$ cat config.mk
export PLATFORM = sky130hd
export DESIGN_NAME = trade_controller
export DESIGN_NICKNAME = d
export VERILOG_FILES = /design/src/rtl/trade_pkg.sv /design/src/rtl/key_edge_sync.sv /design/src/rtl/trade_controller.sv
export SDC_FILE = /design/constraint.sdc
export NUM_CORES = 1
export LEC_CHECK = 0
export CORE_MARGIN = 5
export CORE_UTILIZATION = 45
export CTS_BUF_LIST = sky130_fd_sc_hd__clkbuf_16
export CTS_CLUSTER_SIZE = 14
export DETAILED_ROUTE_END_ITERATION = 8
export GPL_ROUTABILITY_DRIVEN = 0
export GPL_TIMING_DRIVEN = 1
export PLACE_DENSITY_LB_ADDON = 0.08
export SLEW_MARGIN = 20
export SYNTH_ARGS = -nofsm -noshare
export SYNTH_HDL_FRONTEND = slang
export SYNTH_SLANG_ARGS = --single-unit
$ cat constraint.sdc
create_clock -name clk -period 5.1 [get_ports clk]
set_input_delay 1.02 -clock clk [delete_from_list [all_inputs] [get_ports clk]]
set_output_delay 1.02 -clock clk [all_outputs]
set_load 0.005 [all_outputs]
$ cat src/rtl/trade_pkg.sv
// Shared types and widths for the trading controller: FSM states, request kinds, datapath widths.
package trade_pkg;

  localparam int PRICE_W = 8;
  localparam int CASH_W  = 16;
  localparam int POS_W   = 8;

  typedef enum logic [1:0] {IDLE, CHECK, HOLDOFF} state_t;

  typedef enum logic [1:0] {REQ_NONE, REQ_BUY, REQ_SELL, REQ_BOTH} req_t;

endpackage

$ cat src/rtl/key_edge_sync.sv
// Brings an active-low pushbutton into the clk domain and flags its falling edge as a one-cycle press.
module key_edge_sync (
  input  logic clk,
  input  logic reset,
  input  logic key,
  output logic press
);

  logic meta, sync, sync_d;

  always_ff @(posedge clk or negedge reset) begin
    if (!reset) begin
      meta   <= 1'b1;
      sync   <= 1'b1;
      sync_d <= 1'b1;
    end else begin
      meta   <= key;
      sync   <= meta;
      sync_d <= sync;
    end
  end

  assign press = sync_d & ~sync;

endmodule

$ cat src/rtl/trade_controller.sv
// Snapshots generator prices on a periodic tick and arbitrates user BUY/SELL presses against cash/position.
module trade_controller
  import trade_pkg::*;
#(
  parameter int TICK_DIV    = 50000000,
  parameter int INIT_CASH   = 1000,
  parameter int MAX_POS     = 15,
  parameter int HOLDOFF_CYC = 1000
) (
  input  logic               clk,
  input  logic               reset,
  input  logic [PRICE_W-1:0] buy_price,
  input  logic [PRICE_W-1:0] sell_price,
  input  logic               key_buy,
  input  logic               key_sell,
  output logic [PRICE_W-1:0] bid_q,
  output logic [PRICE_W-1:0] ask_q,
  output logic               snap_valid,
  output logic [CASH_W-1:0]  cash,
  output logic [POS_W-1:0]   position,
  output logic               trade_ok,
  output logic               trade_rej,
  output logic               busy
);

  localparam int TW = $clog2(TICK_DIV);
  localparam int HW = $clog2(HOLDOFF_CYC + 1);
  localparam logic [TW-1:0] TICK_LAST = TW'(TICK_DIV - 1);
  localparam logic [HW-1:0] HOLD_LAST = HW'(HOLDOFF_CYC - 1);

  function automatic logic [CASH_W-1:0] sat_add(input logic [CASH_W-1:0] a,
                                                input logic [PRICE_W-1:0] b);
    logic [CASH_W:0] s;
    s = {1'b0, a} + {{(CASH_W + 1 - PRICE_W){1'b0}}, b};
    return s[CASH_W] ? {CASH_W{1'b1}} : s[CASH_W-1:0];
  endfunction

  logic          press_buy, press_sell;
  logic [TW-1:0] tick_cnt;
  logic [HW-1:0] hold_cnt;
  state_t        state_q, state_d;
  req_t          req_q, req_d;
  logic          eval_p0, buy_ok, sell_ok, accept, reject;
  logic [CASH_W-1:0] ask_ext;

  key_edge_sync u_key_buy (
    .clk   (clk),
    .reset (reset),
    .key   (key_buy),
    .press (press_buy)
  );

  key_edge_sync u_key_sell (
    .clk   (clk),
    .reset (reset),
    .key   (key_sell),
    .press (press_sell)
  );

  // price snapshot tick
  always_ff @(posedge clk or negedge reset) begin
    if (!reset) begin
      tick_cnt   <= '0;
      bid_q      <= '0;
      ask_q      <= '0;
      snap_valid <= 1'b0;
    end else if (tick_cnt == TICK_LAST) begin
      tick_cnt   <= '0;
      bid_q      <= buy_price;
      ask_q      <= sell_price;
      snap_valid <= 1'b1;
    end else begin
      tick_cnt <= tick_cnt + TW'(1);
    end
  end

  // FSM state, latched request and holdoff counter
  always_ff @(posedge clk or negedge reset) begin
    if (!reset) begin
      state_q  <= IDLE;
      req_q    <= REQ_NONE;
      hold_cnt <= '0;
    end else begin
      state_q  <= state_d;
      req_q    <= req_d;
      hold_cnt <= (state_q == HOLDOFF) ? hold_cnt + HW'(1) : '0;
    end
  end

  always_comb begin
    state_d = state_q;
    req_d   = req_q;
    eval_p0 = 1'b0;
    case (state_q)
      IDLE: begin
        if (press_buy || press_sell) begin
          if (press_buy && press_sell) req_d = REQ_BOTH;
          else if (press_buy)          req_d = REQ_BUY;
          else                         req_d = REQ_SELL;
          state_d = CHECK;
        end
      end
      CHECK: begin
        eval_p0 = 1'b1;
        state_d = HOLDOFF;
      end
      HOLDOFF: begin
        if (hold_cnt == HOLD_LAST) state_d = IDLE;
      end
      default: state_d = IDLE;
    endcase
  end

  assign busy = (state_q != IDLE);

  // decision uses the snapshot registers as they stand during CHECK
  assign ask_ext = {{(CASH_W - PRICE_W){1'b0}}, ask_q};
  assign buy_ok  = snap_valid && (cash >= ask_ext) && (position < POS_W'(MAX_POS));
  assign sell_ok = snap_valid && (position != '0);
  assign accept  = eval_p0 && (((req_q == REQ_BUY) && buy_ok) || ((req_q == REQ_SELL) && sell_ok));
  assign reject  = eval_p0 && !accept;

  // committed result: status pulse and account update land on the same edge
  always_ff @(posedge clk or negedge reset) begin
    if (!reset) begin
      cash      <= CASH_W'(INIT_CASH);
      position  <= '0;
      trade_ok  <= 1'b0;
      trade_rej <= 1'b0;
    end else begin
      trade_ok  <= accept;
      trade_rej <= reject;
      if (accept && (req_q == REQ_BUY)) begin
        cash     <= cash - ask_ext;
        position <= position + POS_W'(1);
      end else if (accept) begin
        cash     <= sat_add(cash, bid_q);
        position <= position - POS_W'(1);
      end
    end
  end

endmodule

Yosys cells after proc, flatten, opt, wreduce, memory -nomap -nowiden
Index checks and enable logic that the tools add are counted.

Register bits after elaboration: 89. Input bits: 20. Output and inout port bits: 44. Logic and storage cells: 68.

Add/sub/neg operators: 6. Order comparisons: 2. Equal/unequal tests: 8. Multiplexer cells: 13. Bitwise logic cells: 4. Reduce and logical (&&, ||, !) cells: 18.

Operator list (count): $mux 16 (3); $add 26x1->26 const B (1); $eq 26x26->1 const B (1); $mux 26 (1); $add 16x8->17 (1); $ge 16x8->1 (1); $mux 8 (2); $sub 16x8->16 (1); $add 10x1->10 const B (1); $eq 10x10->1 const B (1); $mux 10 (1); $logic_and 1x1->1 (9); $add 8x1->8 const B (1); $lt 8x4->1 const B (1); $mux 2 (4); $reduce_bool 8->1 (1); $sub 8x1->8 const B (1); $pmux 2 s3 (1); $eq 2x1->1 const B (2); $eq 2x2->1 const B (2); $reduce_and 2->1 (2); $reduce_bool 2->1 (2); $and 1x1->1 (2); $logic_not 2->1 (1); 6 further kinds (8).

Logic depth before layout (Yosys ltp)
Depth after elaboration: 8. Depth in mapped cells: 17. Depth with buffers taken out: 17.

Hierarchy
From an unflattened synthesis, not the netlist that was laid out.

Cells, all modules: 525. Area total of the unflattened synthesis: 5066.1 um^2.

By module, submodules not included: trade_controller (instances 1, cells an instance 517, area an instance 4880.9 um^2, seq. area each 2084.5 um^2); key_edge_sync (instances 2, cells an instance 4, area an instance 92.6 um^2, seq. area each 78.8 um^2).

Worst setup path after synthesis
No wires, ideal clock.

Path type: reg-to-reg. Start point: reg cash[0]. End point: reg position[6]. Setup time: 121 ps. Data arrival time: 3595 ps. Required time: 4979 ps. Slack: 1383 ps. Cell stages (with the launch flop): 18. Path buffers: 0. Period minus slack after synthesis: 3717 ps. Cells stage by stage: dfrtp_1 -> inv_1 -> ha_1 -> fa_1 -> nand2b_1 -> a21oi_2 -> o21ai_0 -> a31o_2 -> a21o_4 -> inv_2 -> nand2_1 -> fa_1 -> a21o_1 -> a21o_1 -> a21o_1 -> a21oi_1 -> xor2_1 -> o21ai_1.

Longest elaborated chain between the ends: 8. Elaborated cells on any way between the ends: 9. Those cells by class: 1 x order compare; 1 x mux; 7 x reduce/logical.

RTL lines: start, declared (line trade_controller.sv:19) `output logic [CASH_W-1:0] cash,`; start signal, assigned (line trade_controller.sv:126) `cash <= CASH_W'(INIT_CASH);`; start signal, assigned (line trade_controller.sv:134) `cash <= cash - ask_ext;`; start signal, assigned (line trade_controller.sv:137) `cash <= sat_add(cash, bid_q);`; $ge 16x8->1 * (line trade_controller.sv:118) `assign buy_ok = snap_valid && (cash >= ask_ext) && (position < POS_W'(MAX_POS));`; $logic_and 1x1->1 * (2 in a row) (line trade_controller.sv:118); $logic_and 1x1->1 * (line trade_controller.sv:120) `assign accept = eval_p0 && (((req_q == REQ_BUY) && buy_ok) || ((req_q == REQ_SELL) && sell_ok));`; $logic_or 1x1->1 * (line trade_controller.sv:120); $logic_and 1x1->1 * (line trade_controller.sv:120); named net accept (line trade_controller.sv:43) `logic eval_p0, buy_ok, sell_ok, accept, reject;`; $logic_and 1x1->1 (line trade_controller.sv:133) `if (accept && (req_q == REQ_BUY)) begin`; $mux 8 / $reduce_bool 2->1 (equally long branches); end signal, assigned (line trade_controller.sv:135) `position <= position + POS_W'(1);`; end signal, assigned (line trade_controller.sv:138) `position <= position - POS_W'(1);`; end, declared (line trade_controller.sv:20) `output logic [POS_W-1:0] position,`.

Mark *: on every way through the listed nets, which the timed path passes. The rest lies on a longest branch. A chain may end at the register's enable or synchronous reset.

Worst setup path in the final report
Start point: reg cash[0]. End point: reg position[7].

Same word-level chain as after synthesis.

==> flow_summary.toml <==
[run_status]
outcome = "complete, no violations"

[yosys]
synth.area.top_cells = "dfrtp_1 (39%), dfstp_2 (6.4%), ha_1 (6.1%)"
synthesis.area_um2 = 4940
ys_ff_latch = 89
ys.warnings.count = 0
synth_cells = 503
synth_edf_count = 0
synth_nets = 550
ys_seq_area_share_pct = 45.4
synthFlopType = "dfrtp_1"
yosysMostFrequentCell = "dfrtp_1"
synth_area_leader_cell = "dfrtp_1"
syn_avg_cell_area_um2 = 9.82
async_reset_ff_share_pct = 100
yosysTopAreaCellShare_pct = 39.0
synth_common_cells = "dfrtp_1 (77), nand2_1 (47), nor2_1 (43)"
ys_types = 63

[layout]
area_delta_synth_final_pct = 20.3
diodes = 0
fillers = 997
seqCellArea_um2 = 2240
multi_input_area_um2 = 2550
nets = 611
layout-drive-gt1-share_pct = 8.61

[worst_setup_path]
critPathMaxFanout = 39
end_kind = "register"
worstSetupPathType = "reg2reg"
arrival_ns = 4.50
start_kind = "register"
regToRegSetupSlack_ns = 0.83
required_ns = 5.33

[grt]
antenna_found_initial = 0
grt_usage_pct = 18.8
grt_pass1_vias = 3933
grt_max_degree = 51
grt-ovfl-total = 0
grt_pass1_wl_um = 19800

[flow_run]
cap_violations = 0

[clocking]
holdBufCountCts = 0
clk_latency_ns = 0.35
cts-resized-gates = 0
cts_max_path_buffers = 2
numCtsBuffers = 9
cts_tree = "built"
h-tree-depth = 3
cts_setup_buffers = 0
cts_root_buffer = "clkbuf_16"
clock-sinks = 89
path_clk_slew_ns = 0.06

[timing]
setup_tns_ns = 0
fmax_mhz = 234
fin_ws_ns = 0.828
slew_headroom_pct = 49.4
setup_viol = 0
period_needed_ns = 4.27
maxSlewViolCount = 0
finClkSkew_ns = 0.00561
worst_pin_slew_ns = 0.759
rsz0062_at_grt = "no"
hold_viol_final = 0
fin_crit_sh_pct = 83.8

[drt]
drtIter0Drc = 194
ant_nets = 0
post_drt_wl_per_cell_um = 16.1
via_count = 3924
drt_pass1_iterations = 4
viasPerCell = 5.53
route.detailed.drc = 0
wirelength_um = 11400

[place]
port_buffers = 63
hpwlAfterDp_um = 8230
pre_cts_ws_ns = 0.839

[floorplanning]
dieArea_um2 = 13200
rows = 38
die_w_um = 115
chipHeight_um = 115
core_um2 = 10800
ioPinCount = 64
initial_core_util_pct = 45.8

[power_and_ir_drop]
total_power_mw = 1.61
pwr_density_cell_nw_per_um2 = 271
peakVddDrop_mv = 0.240
power.leakage_nw = 2.61

[min_path]
hp-class = "reg2reg"
logic make-up after synthesis:
| logic type | synth area share, % |
|---|---|
| adder cells (fa/ha/maj) | 7.29 |
| multiplexers | 1.82 |
| XOR/XNOR | 8.33 |
| AND/OR/NAND/NOR | 18.2 |
| AO/OA/AOI/OAI | 15.8 |
| flip-flops | 45.4 |
| buffers and inverters | 3.17 |
cell type report:
cell class              count  area share, %
clock buffers               9           3.79
clock inverters             7          0.821
repair buffers             66           10.9
multi-input cells         384           42.9
well taps                 140           2.95
flip-flops and latches     89           37.7
inverters                  14          0.884
final timing paths:
path                                               start                       end  cells after the start
max in group asynchronous                          reset       cash[7]$_DFFE_PN1P_                      2
worst min register to register  u_key_buy.meta$_DFF_PN1_  u_key_buy.sync$_DFF_PN1_                      0
worst max register to register       cash[0]$_DFFE_PN0P_   position[7]$_DFFE_PN0P_                     17
worst min-delay path            u_key_buy.meta$_DFF_PN1_  u_key_buy.sync$_DFF_PN1_                      0
min in group asynchronous                          reset    tick_cnt[25]$_DFF_PN0_                      1
worst max-delay path                 cash[0]$_DFFE_PN0P_   position[7]$_DFFE_PN0P_                     17
sequential cells by signal, indices dropped and copies added (netlist names):
name / cells
u_key_sell.sync: 1
tick_cnt: 26
u_key_sell.meta: 1
trade_ok: 1
trade_rej: 1
u_key_buy.sync_d: 1
bid_q: 8
req_q: 2
u_key_sell.sync_d: 1
u_key_buy.sync: 1
state_q: 2
ask_q: 8
u_key_buy.meta: 1
snap_valid: 1
position: 8
cash: 16
hold_cnt: 10
critical path: stages, from the launching register on:
cell      delay (ns)
dfrtp_1         0.38
inv_1           0.06
ha_1            0.21
fa_1            0.42
nand2b_1        0.18
a21oi_2         0.29
o21ai_0         0.16
a31o_2          0.26
a21o_4          0.34
inv_2           0.20
nand2_1         0.21
ha_1            0.32
a21oi_1         0.21
o211ai_1        0.16
o41ai_1         0.37
xnor2_1         0.17
nand2_1         0.09
xnor2_1         0.13
layout by cell type (no fill, tap or decap), drive strengths merged, types with 3 or more instances in the layout:
master	n
dfrtp	77
clkdlybuf4s50	62
nand2	47
o21ai	46
nor2	44
nand3	27
xnor2	25
ha	24
xor2	22
a21oi	22
inv	18
dfstp	12
nand4	9
clkbuf	9
nor3	8
mux2	8
nand2b	7
o22ai	7
nor4	7
and3	6
a21o	6
nor2b	5
and4	5
or3	5
a31oi	4
o21a	4
buf	4
or2	4
a211oi	3
a211o	3
and2	3
o31ai	3
o31a	3
o211ai	3
o41ai	3
fa	3
through the flow:
stage / util [%] / hold WS (ns) / instances / area [um2]
final: 55.1 / 0.356 / 709 / 5940
after CTS: 55.1 / 0.358 / 709 / 5940
after floorplan: - / 0.345 / 503 / 4940
after global routing: 55.1 / 0.369 / 709 / 5940
after global placement: 52.5 / 0.346 / 693 / 5670
after detailed placement: 52.5 / 0.349 / 693 / 5670
per-layer routing:
| layer | track usage [%] | vias up | part of all wire (%) | routed length, um |
|---|---|---|---|---|
| met5 | 0 | - | 0 | 0 |
| met4 | 7.82 | 0 | 1.9 | 212 |
| met3 | 3.89 | 14 | 6.2 | 709 |
| met2 | 29.1 | 99 | 44 | 5070 |
| met1 | 25.9 | 1881 | 47 | 5410 |
| li1 | - | 1930 | - | - |
report_power, final:
part	switching, mW	internal, mW	total [mW]
clock	0.282	0.331	0.613
sequential	0.0169	0.734	0.751
combinational	0.155	0.0939	0.249
total	0.454	1.16	1.61
Note: power is estimated with default switching activity, not from simulation.
